`src/rtl/fuzz_stim_pkg.sv`:
```
// Shared constants, state type and LCG step for the fuzz stimulus sequencer.
package fuzz_stim_pkg;

   localparam int RNG_W = 32;
   localparam logic [RNG_W-1:0] LCG_MUL = 32'h41C6_4E6D;
   localparam logic [RNG_W-1:0] LCG_INC = 32'h0000_3039;

   typedef enum logic [2:0] {
      IDLE,
      DRST,
      FILL,
      PRESENT,
      DONE
   } stim_state_t;

   // Product is evaluated at RNG_W bits, so the result is already mod 2^32.
   function automatic logic [RNG_W-1:0] lcg_next(input logic [RNG_W-1:0] cur);
      return cur * LCG_MUL + LCG_INC;
   endfunction

endpackage

```
`src/rtl/fuzz_lcg32.sv`:
```
// 32-bit LCG register: loads a seed or advances one step per request.
module fuzz_lcg32
   import fuzz_stim_pkg::*;
(
   input  logic             clk,
   input  logic             rst,
   input  logic             load,
   input  logic [RNG_W-1:0] load_val,
   input  logic             step,
   output logic [RNG_W-1:0] state_o,
   output logic [RNG_W-1:0] next_o
);

   logic [RNG_W-1:0] rng;

   always_ff @(posedge clk or posedge rst) begin
      if (rst) begin
         rng <= '0;
      end else if (load) begin
         rng <= load_val;
      end else if (step) begin
         rng <= next_o;
      end
   end

   assign state_o = rng;
   assign next_o  = lcg_next(rng);

endmodule

```
`src/rtl/fuzz_stim_sequencer.sv`:
```
// Holds the DUT in reset for a window, then fills IN_W-bit vectors 32 bits per
// cycle from the LCG and presents them on a valid/ready port until the count is met.
module fuzz_stim_sequencer
   import fuzz_stim_pkg::*;
#(
   parameter int IN_W    = 257,
   parameter int CNT_W   = 32,
   parameter int RST_CYC = 2
) (
   input  logic             clk,
   input  logic             rst,
   input  logic             start,
   input  logic             abort,
   input  logic [31:0]      seed,
   input  logic [CNT_W-1:0] num_vecs,
   output logic             dut_rst_n,
   output logic             vec_valid,
   input  logic             vec_ready,
   output logic [IN_W-1:0]  vec_data,
   output logic [CNT_W-1:0] vec_cnt,
   output logic             busy,
   output logic             done
);

   localparam int NCHUNK = (IN_W + 31) / 32;
   localparam int CIDX_W = (NCHUNK > 1) ? $clog2(NCHUNK) : 1;
   localparam int RCTR_W = (RST_CYC > 1) ? $clog2(RST_CYC) : 1;
   localparam logic [CIDX_W-1:0] LAST_CHUNK = CIDX_W'(NCHUNK - 1);
   localparam logic [RCTR_W-1:0] LAST_RST   = RCTR_W'(RST_CYC - 1);

   stim_state_t state, state_nx;

   logic              accept;
   logic              fill_wr;
   logic              handshake;
   logic [CNT_W-1:0]  num_reg;
   logic [RCTR_W-1:0] rst_ctr;
   logic [CIDX_W-1:0] chunk_idx;
   logic [RNG_W-1:0]  rng_state_unused;
   logic [RNG_W-1:0]  rng_nx;
   logic [IN_W-1:0]   chunk_word;
   logic [IN_W-1:0]   chunk_mask;
   int unsigned       shamt;

   // abort always wins over start, and start is only honoured when not busy.
   assign accept    = start && !abort && ((state == IDLE) || (state == DONE));
   assign fill_wr   = (state == FILL) && !abort;
   assign handshake = (state == PRESENT) && vec_ready && !abort;

   fuzz_lcg32 u_lcg (
      .clk      (clk),
      .rst      (rst),
      .load     (accept),
      .load_val (seed),
      .step     (fill_wr),
      .state_o  (rng_state_unused),
      .next_o   (rng_nx)
   );

   always_ff @(posedge clk or posedge rst) begin
      if (rst) begin
         state <= IDLE;
      end else begin
         state <= state_nx;
      end
   end

   always_comb begin
      state_nx = state;
      if (abort) begin
         state_nx = IDLE;
      end else begin
         case (state)
            IDLE, DONE: begin
               if (start) state_nx = DRST;
            end
            DRST: begin
               if (rst_ctr == LAST_RST) state_nx = (num_reg == '0) ? DONE : FILL;
            end
            FILL: begin
               if (chunk_idx == LAST_CHUNK) state_nx = PRESENT;
            end
            PRESENT: begin
               if (vec_ready) state_nx = (vec_cnt + CNT_W'(1) == num_reg) ? DONE : FILL;
            end
            default: state_nx = IDLE;
         endcase
      end
   end

   always_comb begin
      dut_rst_n = 1'b0;
      vec_valid = 1'b0;
      busy      = 1'b0;
      done      = 1'b0;
      case (state)
         DRST: begin
            busy = 1'b1;
         end
         FILL: begin
            dut_rst_n = 1'b1;
            busy      = 1'b1;
         end
         PRESENT: begin
            dut_rst_n = 1'b1;
            vec_valid = 1'b1;
            busy      = 1'b1;
         end
         DONE: begin
            dut_rst_n = 1'b1;
            done      = 1'b1;
         end
         default: ;
      endcase
   end

   // The last chunk is truncated for free by shifting inside the IN_W-bit domain.
   always_comb begin
      shamt      = 32 * 32'(chunk_idx);
      chunk_word = IN_W'(rng_nx) << shamt;
      chunk_mask = IN_W'(32'hFFFF_FFFF) << shamt;
   end

   always_ff @(posedge clk or posedge rst) begin
      if (rst) begin
         num_reg   <= '0;
         vec_cnt   <= '0;
         rst_ctr   <= '0;
         chunk_idx <= '0;
         vec_data  <= '0;
      end else begin
         if (accept) begin
            num_reg  <= num_vecs;
            vec_cnt  <= '0;
            rst_ctr  <= '0;
            vec_data <= '0;
         end
         if ((state == DRST) && !abort) begin
            rst_ctr <= rst_ctr + RCTR_W'(1);
         end
         if (fill_wr) begin
            vec_data  <= (vec_data & ~chunk_mask) | chunk_word;
            chunk_idx <= (chunk_idx == LAST_CHUNK) ? '0 : chunk_idx + CIDX_W'(1);
         end else begin
            chunk_idx <= '0;
         end
         if (handshake) begin
            vec_cnt <= vec_cnt + CNT_W'(1);
         end
      end
   end

endmodule

```
`config.mk`:
```
export PLATFORM = sky130hd
export DESIGN_NAME = fuzz_stim_sequencer
export DESIGN_NICKNAME = d
export VERILOG_FILES = /design/src/rtl/fuzz_stim_pkg.sv /design/src/rtl/fuzz_lcg32.sv /design/src/rtl/fuzz_stim_sequencer.sv
export SDC_FILE = /design/constraint.sdc
export NUM_CORES = 2
export LEC_CHECK = 0
export CORE_MARGIN = 8
export CORE_UTILIZATION = 42
export DETAILED_ROUTE_END_ITERATION = 7
export PLACE_DENSITY = 0.65
export SLEW_MARGIN = 20
export SYNTH_ARGS = -nofsm -noshare
export SYNTH_HDL_FRONTEND = slang
export SYNTH_HIERARCHICAL = 1
export SYNTH_SLANG_ARGS = --single-unit
```
`constraint.sdc`:
```
create_clock -name clk -period 10.1 [get_ports clk]
set_input_delay 1.515 -clock clk [delete_from_list [all_inputs] [get_ports clk]]
set_output_delay 1.515 -clock clk [all_outputs]
set_load 0.005 [all_outputs]
```
# Word level (Yosys, flattened, before mapping)

Index checks and enable logic that the tools add are counted.

Input port bits: 69
Register bits: 361
Word-level logic and storage cells: 66
Output and inout bits: 293

Muxes and demuxes: 22
Reduce and logical (&&, ||, !) cells: 17
Equal/unequal tests: 10
Shift-type cells: 2
Bitwise operators: 3
$add $sub $neg: 4
$mul: 1

Operator list:

| cell                     | count |
|---|---|
| $mux W257                | 2 |
| $and A257 B257 Y257      | 1 |
| $not A257 Y257           | 1 |
| $or A257 B257 Y257       | 1 |
| $shl A32 B9 Y257         | 1 |
| $shl A32 B9 Y257 const A | 1 |
| $mux W32                 | 4 |
| $add A32 B1 Y32 const B  | 1 |
| $add A32 B14 Y32 const B | 1 |
| $eq A32 B32 Y1           | 1 |
| $logic_not A32 Y1        | 1 |
| $mul A32 B31 Y32 const B | 1 |
| $mux W3                  | 7 |
| $pmux W3 S4              | 1 |
| $ne A3 B3 Y1 const B     | 3 |
| $mux W4                  | 2 |
| $eq A3 B2 Y1 const B     | 2 |
| $logic_and A1 B1 Y1      | 6 |
| $mux W1                  | 6 |
| $reduce_bool A2 Y1       | 3 |
| $reduce_or A3 Y1         | 2 |
| $add A4 B1 Y4 const B    | 1 |
| $eq A4 B4 Y1 const B     | 1 |
| $reduce_and A4 Y1        | 1 |
| other kinds (8)          | 8 |

# Longest topological paths before layout

Depth in word-level cells: 6
Depth in mapped cells: 28

# Modules after synthesis

Netlist, hierarchy kept.

Modules (own cells, without submodules):

| module              | cells each | area an instance (um^2) | instances |
|---|---|---|---|
| fuzz_stim_sequencer | 1117       | 13694.4                 | 1 |
| fuzz_lcg32          | 1178       | 10845.4                 | 1 |

# Least setup slack after synthesis

OpenSTA, ideal clock, no wires.

Kind: flip-flop to flip-flop
Start: reg u_lcg.rng[6], in the netlist u_lcg/state_o[6]
End: reg vec_data[159]
Cell stages (with the launch flop): 27
Setup slack: 3.436 ns
Arrival time: 6.598 ns
Library setup time: 0.067 ns
Path buffers: 1
Path through: dfrtp_1 ha_1 xor2_1 ha_1 a21oi_1 fa_1 fa_1 inv_1 fa_1 inv_1 fa_1 inv_1 fa_1 inv_1 fa_1 inv_1 ha_1 nand4_1 nor2_1 nand3_1 or3_4 a211o_1 nor3b_1 nor2_1 xor2_1 buf_1 a22o_1

Word-level cells in the longest chain between the ends: 5

Ends and longest elaborated chain:

| what                     | line                       | RTL |
|---|---|---|
| start: declaration       | fuzz_lcg32.sv:14           | `logic [RNG_W-1:0] rng;` |
| start signal: assignment | fuzz_lcg32.sv:20           | `rng <= load_val;` |
| start signal: assignment | fuzz_lcg32.sv:22           | `rng <= next_o;` |
| $mul A32 B31 Y32         | fuzz_stim_pkg.sv:18        | `return cur * LCG_MUL + LCG_INC;` |
| $add A32 B14 Y32         | fuzz_stim_pkg.sv:18        |  |
| via rng_nx[31]           | fuzz_stim_sequencer.sv:40  | `logic [RNG_W-1:0] rng_nx;` |
| $shl A32 B9 Y257         | fuzz_stim_sequencer.sv:120 | `chunk_word = IN_W'(rng_nx) << shamt;` |
| $or A257 B257 Y257       | fuzz_stim_sequencer.sv:142 | `vec_data <= (vec_data & ~chunk_mask) \| chunk_word;` |
| $mux W257                | fuzz_stim_sequencer.sv:141 | `if (fill_wr) begin` |
| end signal: assignment   | fuzz_stim_sequencer.sv:142 |  |
| end: declaration         | fuzz_stim_sequencer.sv:19  | `output logic [IN_W-1:0] vec_data,` |

The timed path passes the listed nets, and every way through them passes these cells.
A chain may end at the register's enable or synchronous reset.

# Final worst setup path

Start: reg u_lcg.rng[0], in the netlist u_lcg/state_o[0]
End: reg vec_data[147]

The elaborated chain is that of the path after synthesis.

==> impl_metrics.csv <==
group,metric,value,unit
status,outcome,"finished clean",
detailed_routing,drcViolationCount,0,
worst_hold_path,hp-start,"vec_data[256]$_DFFE_PP0P_",
synth,syn-num-nets,2764,
detailed_routing,drt_iter0_drc,1586,
critical_path,crit_fanout,13,
finish,utilization,52.81,%
placed_design,place_congestion,0.9941,
synth,synth_edf_count,0,
floorplan,die_h,257.7,µm
finish,mostFrequentLayoutCells,"inv_1, dfrtp_1, clkdlybuf4s50_1",
synth,netlist-cell-type-count,76,
sta,slew_violations,0,
clock_network,numCtsBuffers,42,
clock_network,hold_buffers,0,
synth,syn_area,24540,µm²
sta,hold_slack,0.4994,ns
finish,final_area,30470,µm²
floorplan,core_area,57700,µm²
finish,nets,3076,
detailed_routing,routed_via_density,5.660,
sta,tns,0,ns
sta,fin_skew,0.01491,ns
sta,period_share,80.77,%
critical_path,worstPathArrival,8.66,ns
clock_network,cts_resized,0,
finish,nFillCells,5089,
sta,fmax,122.6,MHz
global_routing,grt_max_degree,191,
sta,rsz0062_at_grt,"no",
clock_network,cts_tree,"yes",
critical_path,worstPathRequired,10.60,ns
clock_network,cts_buffer_depth,3,
clock_network,clkSinkCount,361,
finish,syn2layout_area_growth,24.15,%
synth,synthArstFlopShare,100.0,%
critical_path,r2r_end,"vec_data[147]$_DFFE_PP0P_",
critical_path,crit_path_start_kind,"flop",
sta,hold_viol_final,0,
global_routing,antenna_found_initial,0,
floorplan,boundaryPins,362,
sta,period_needed,8.158,ns
clock_network,clk_pin_slew,0.06,ns
finish,antennaDiodeCount,0,
floorplan,initial_core_util,42.53,%
critical_path,critPathKind,"reg2reg",
worst_hold_path,hold_path.class,"reg2reg",
clock_network,worst_skew_pair.late_latency,0.57,ns
placed_design,dp_hpwl,69700,µm
synth,ys_warn_count,6,
synth,synth-seq-cells,361,
placed_design,place_area,29010,µm²
floorplan,dieArea,66420,µm²
global_routing,grt_pass1_vias,19620,
synth,synthCells,2295,
sta,worst_pin_slew,1.174,ns
floorplan,die_w,257.7,µm
flow_run,maxCapViolations,0,
synth,yosys_most_used_dff,"dfrtp_1",
detailed_routing,ant_nets,0,
detailed_routing,drt-pass1-iter-count,5,
clock_network,htreeDepth,2,
worst_hold_path,hold_end,"vec_data[256]$_DFFE_PP0P_",
finish,largest_register_ffs,257,
detailed_routing,post_drt_wl_per_cell,26.39,µm
critical_path,reg2reg_from,"u_lcg/state_o[0]$_DFFE_PP0P_",
sta,relSlewSlack,21.64,%
global_routing,grt_usage,26.39,%
finish,final_common_cell,"inv_1",
critical_path,setup.worst_path.end_class,"flop",
sta,setup_violations,0,
clock_network,cts-root-buf,"clkbuf_16",
finish,drive_gt1_share,7.319,%
synth,syn_avg_cell_area,10.69,µm²
clock_network,cts_setup_buffers,0,
finish,regMostFlops,"vec_data",
synth,synth_seq_area_share,36.81,%
global_routing,gr-total-overflow,0,
critical_path,rrSetupSlack,1.94,ns
placed_design,io_buffers,361,
global_routing,grt_pass1_wl,133900,µm
floorplan,rows,88,
worst_hold_path,min_path_cells,1,
critical_path,ff2ff_path_depth,22,
detailed_routing,vias,19250,
detailed_routing,wl,89780,µm
-- metrics by stage --
step                worst slack [ns]  cells
floorplan                      3.436   2295
global placement               2.063   3326
detailed placement             1.987   3326
CTS                            1.911   3400
global route                   1.527   3402
finish                         1.942   3402
-- cells in the mapped netlist, types with 20 or more instances --
| master | instances | area [µm²] |
|---|---|---|
| nand2_1 | 92 | 345.3 |
| o21ai_0 | 85 | 425.4 |
| nor2_1 | 60 | 225.2 |
| xnor2_1 | 81 | 709.4 |
| fa_1 | 185 | 3704 |
| a21oi_1 | 53 | 265.3 |
| mux2_2 | 35 | 394.1 |
| nand3_1 | 38 | 190.2 |
| clkbuf_1 | 81 | 304.0 |
| buf_1 | 33 | 123.9 |
| inv_1 | 422 | 1584 |
| dfrtp_1 | 361 | 9034 |
| mux2i_1 | 20 | 200.2 |
| ha_1 | 215 | 2690 |
| a22o_1 | 257 | 2251 |
| xor2_1 | 28 | 245.2 |
| nand4_1 | 22 | 137.6 |
-- logic make-up after synthesis --
group                      Yosys count  share of synthesized area [%]
xor gates and xnor gates           109                          3.890
buffers and inverters              553                          8.601
muxes                               55                          2.422
DFF                                361                          36.81
and+or+nand+nor                    323                          6.955
adders and majority gates          400                          26.05
AOI/OAI and AO/OA                  494                          15.27
-- cell type report --
class	instances	area (µm²)	share of cell area, %
Clock inverter	18	202.7	0.6653
Clock buffer	56	1194	3.918
Tap cell	765	957.2	3.142
Timing Repair Buffer	398	3944	12.94
Sequential cell	361	9034	29.65
Inverter	423	1592	5.224
Multi-Input combinational cell	1381	13540	44.46
-- critical path, stage by stage, from the launching register on --
cell,delay (ns)
dfrtp_1,0.67
inv_1,0.38
ha_1,0.44
inv_1,0.50
ha_1,0.27
inv_1,0.06
fa_1,0.54
inv_1,0.06
fa_1,0.47
ha_1,0.32
ha_1,0.31
fa_1,0.54
inv_1,0.05
fa_1,0.53
inv_1,0.04
ha_1,0.39
a211o_1,0.35
nor4_4,0.39
o31ai_1,0.13
a31oi_1,0.32
o21ai_0,0.23
xnor2_1,0.85
a22o_1,0.25
-- per-layer routing --
metal / track usage (%) / wire length (µm)
met1: 36.81 / 39720
met2: 41.51 / 40800
met3: 4.681 / 6080
met4: 8.639 / 3181
met5: 0 / 0
-- how the worst max path moves through the flow --
stage,end,start,cells after the start,slack [ns]
finish,vec_data[147]$_DFFE_PP0P_,u_lcg/state_o[0]$_DFFE_PP0P_,22,1.94
global route,u_lcg/state_o[18]$_DFFE_PP0P_,u_lcg/state_o[0]$_DFFE_PP0P_,23,1.53
CTS,vec_data[147]$_DFFE_PP0P_,u_lcg/state_o[0]$_DFFE_PP0P_,22,1.91
detailed placement,vec_data[83]$_DFFE_PP0P_,u_lcg/state_o[0]$_DFFE_PP0P_,22,1.99
global placement,u_lcg/state_o[20]$_DFFE_PP0P_,u_lcg/state_o[0]$_DFFE_PP0P_,23,2.06
floorplan,vec_data[159]$_DFFE_PP0P_,u_lcg/state_o[6]$_DFFE_PP0P_,26,3.44
Power is left out: the tool's default activity adds up to more than one toggle a clock period on the data nets, which glitch-free logic cannot reach.
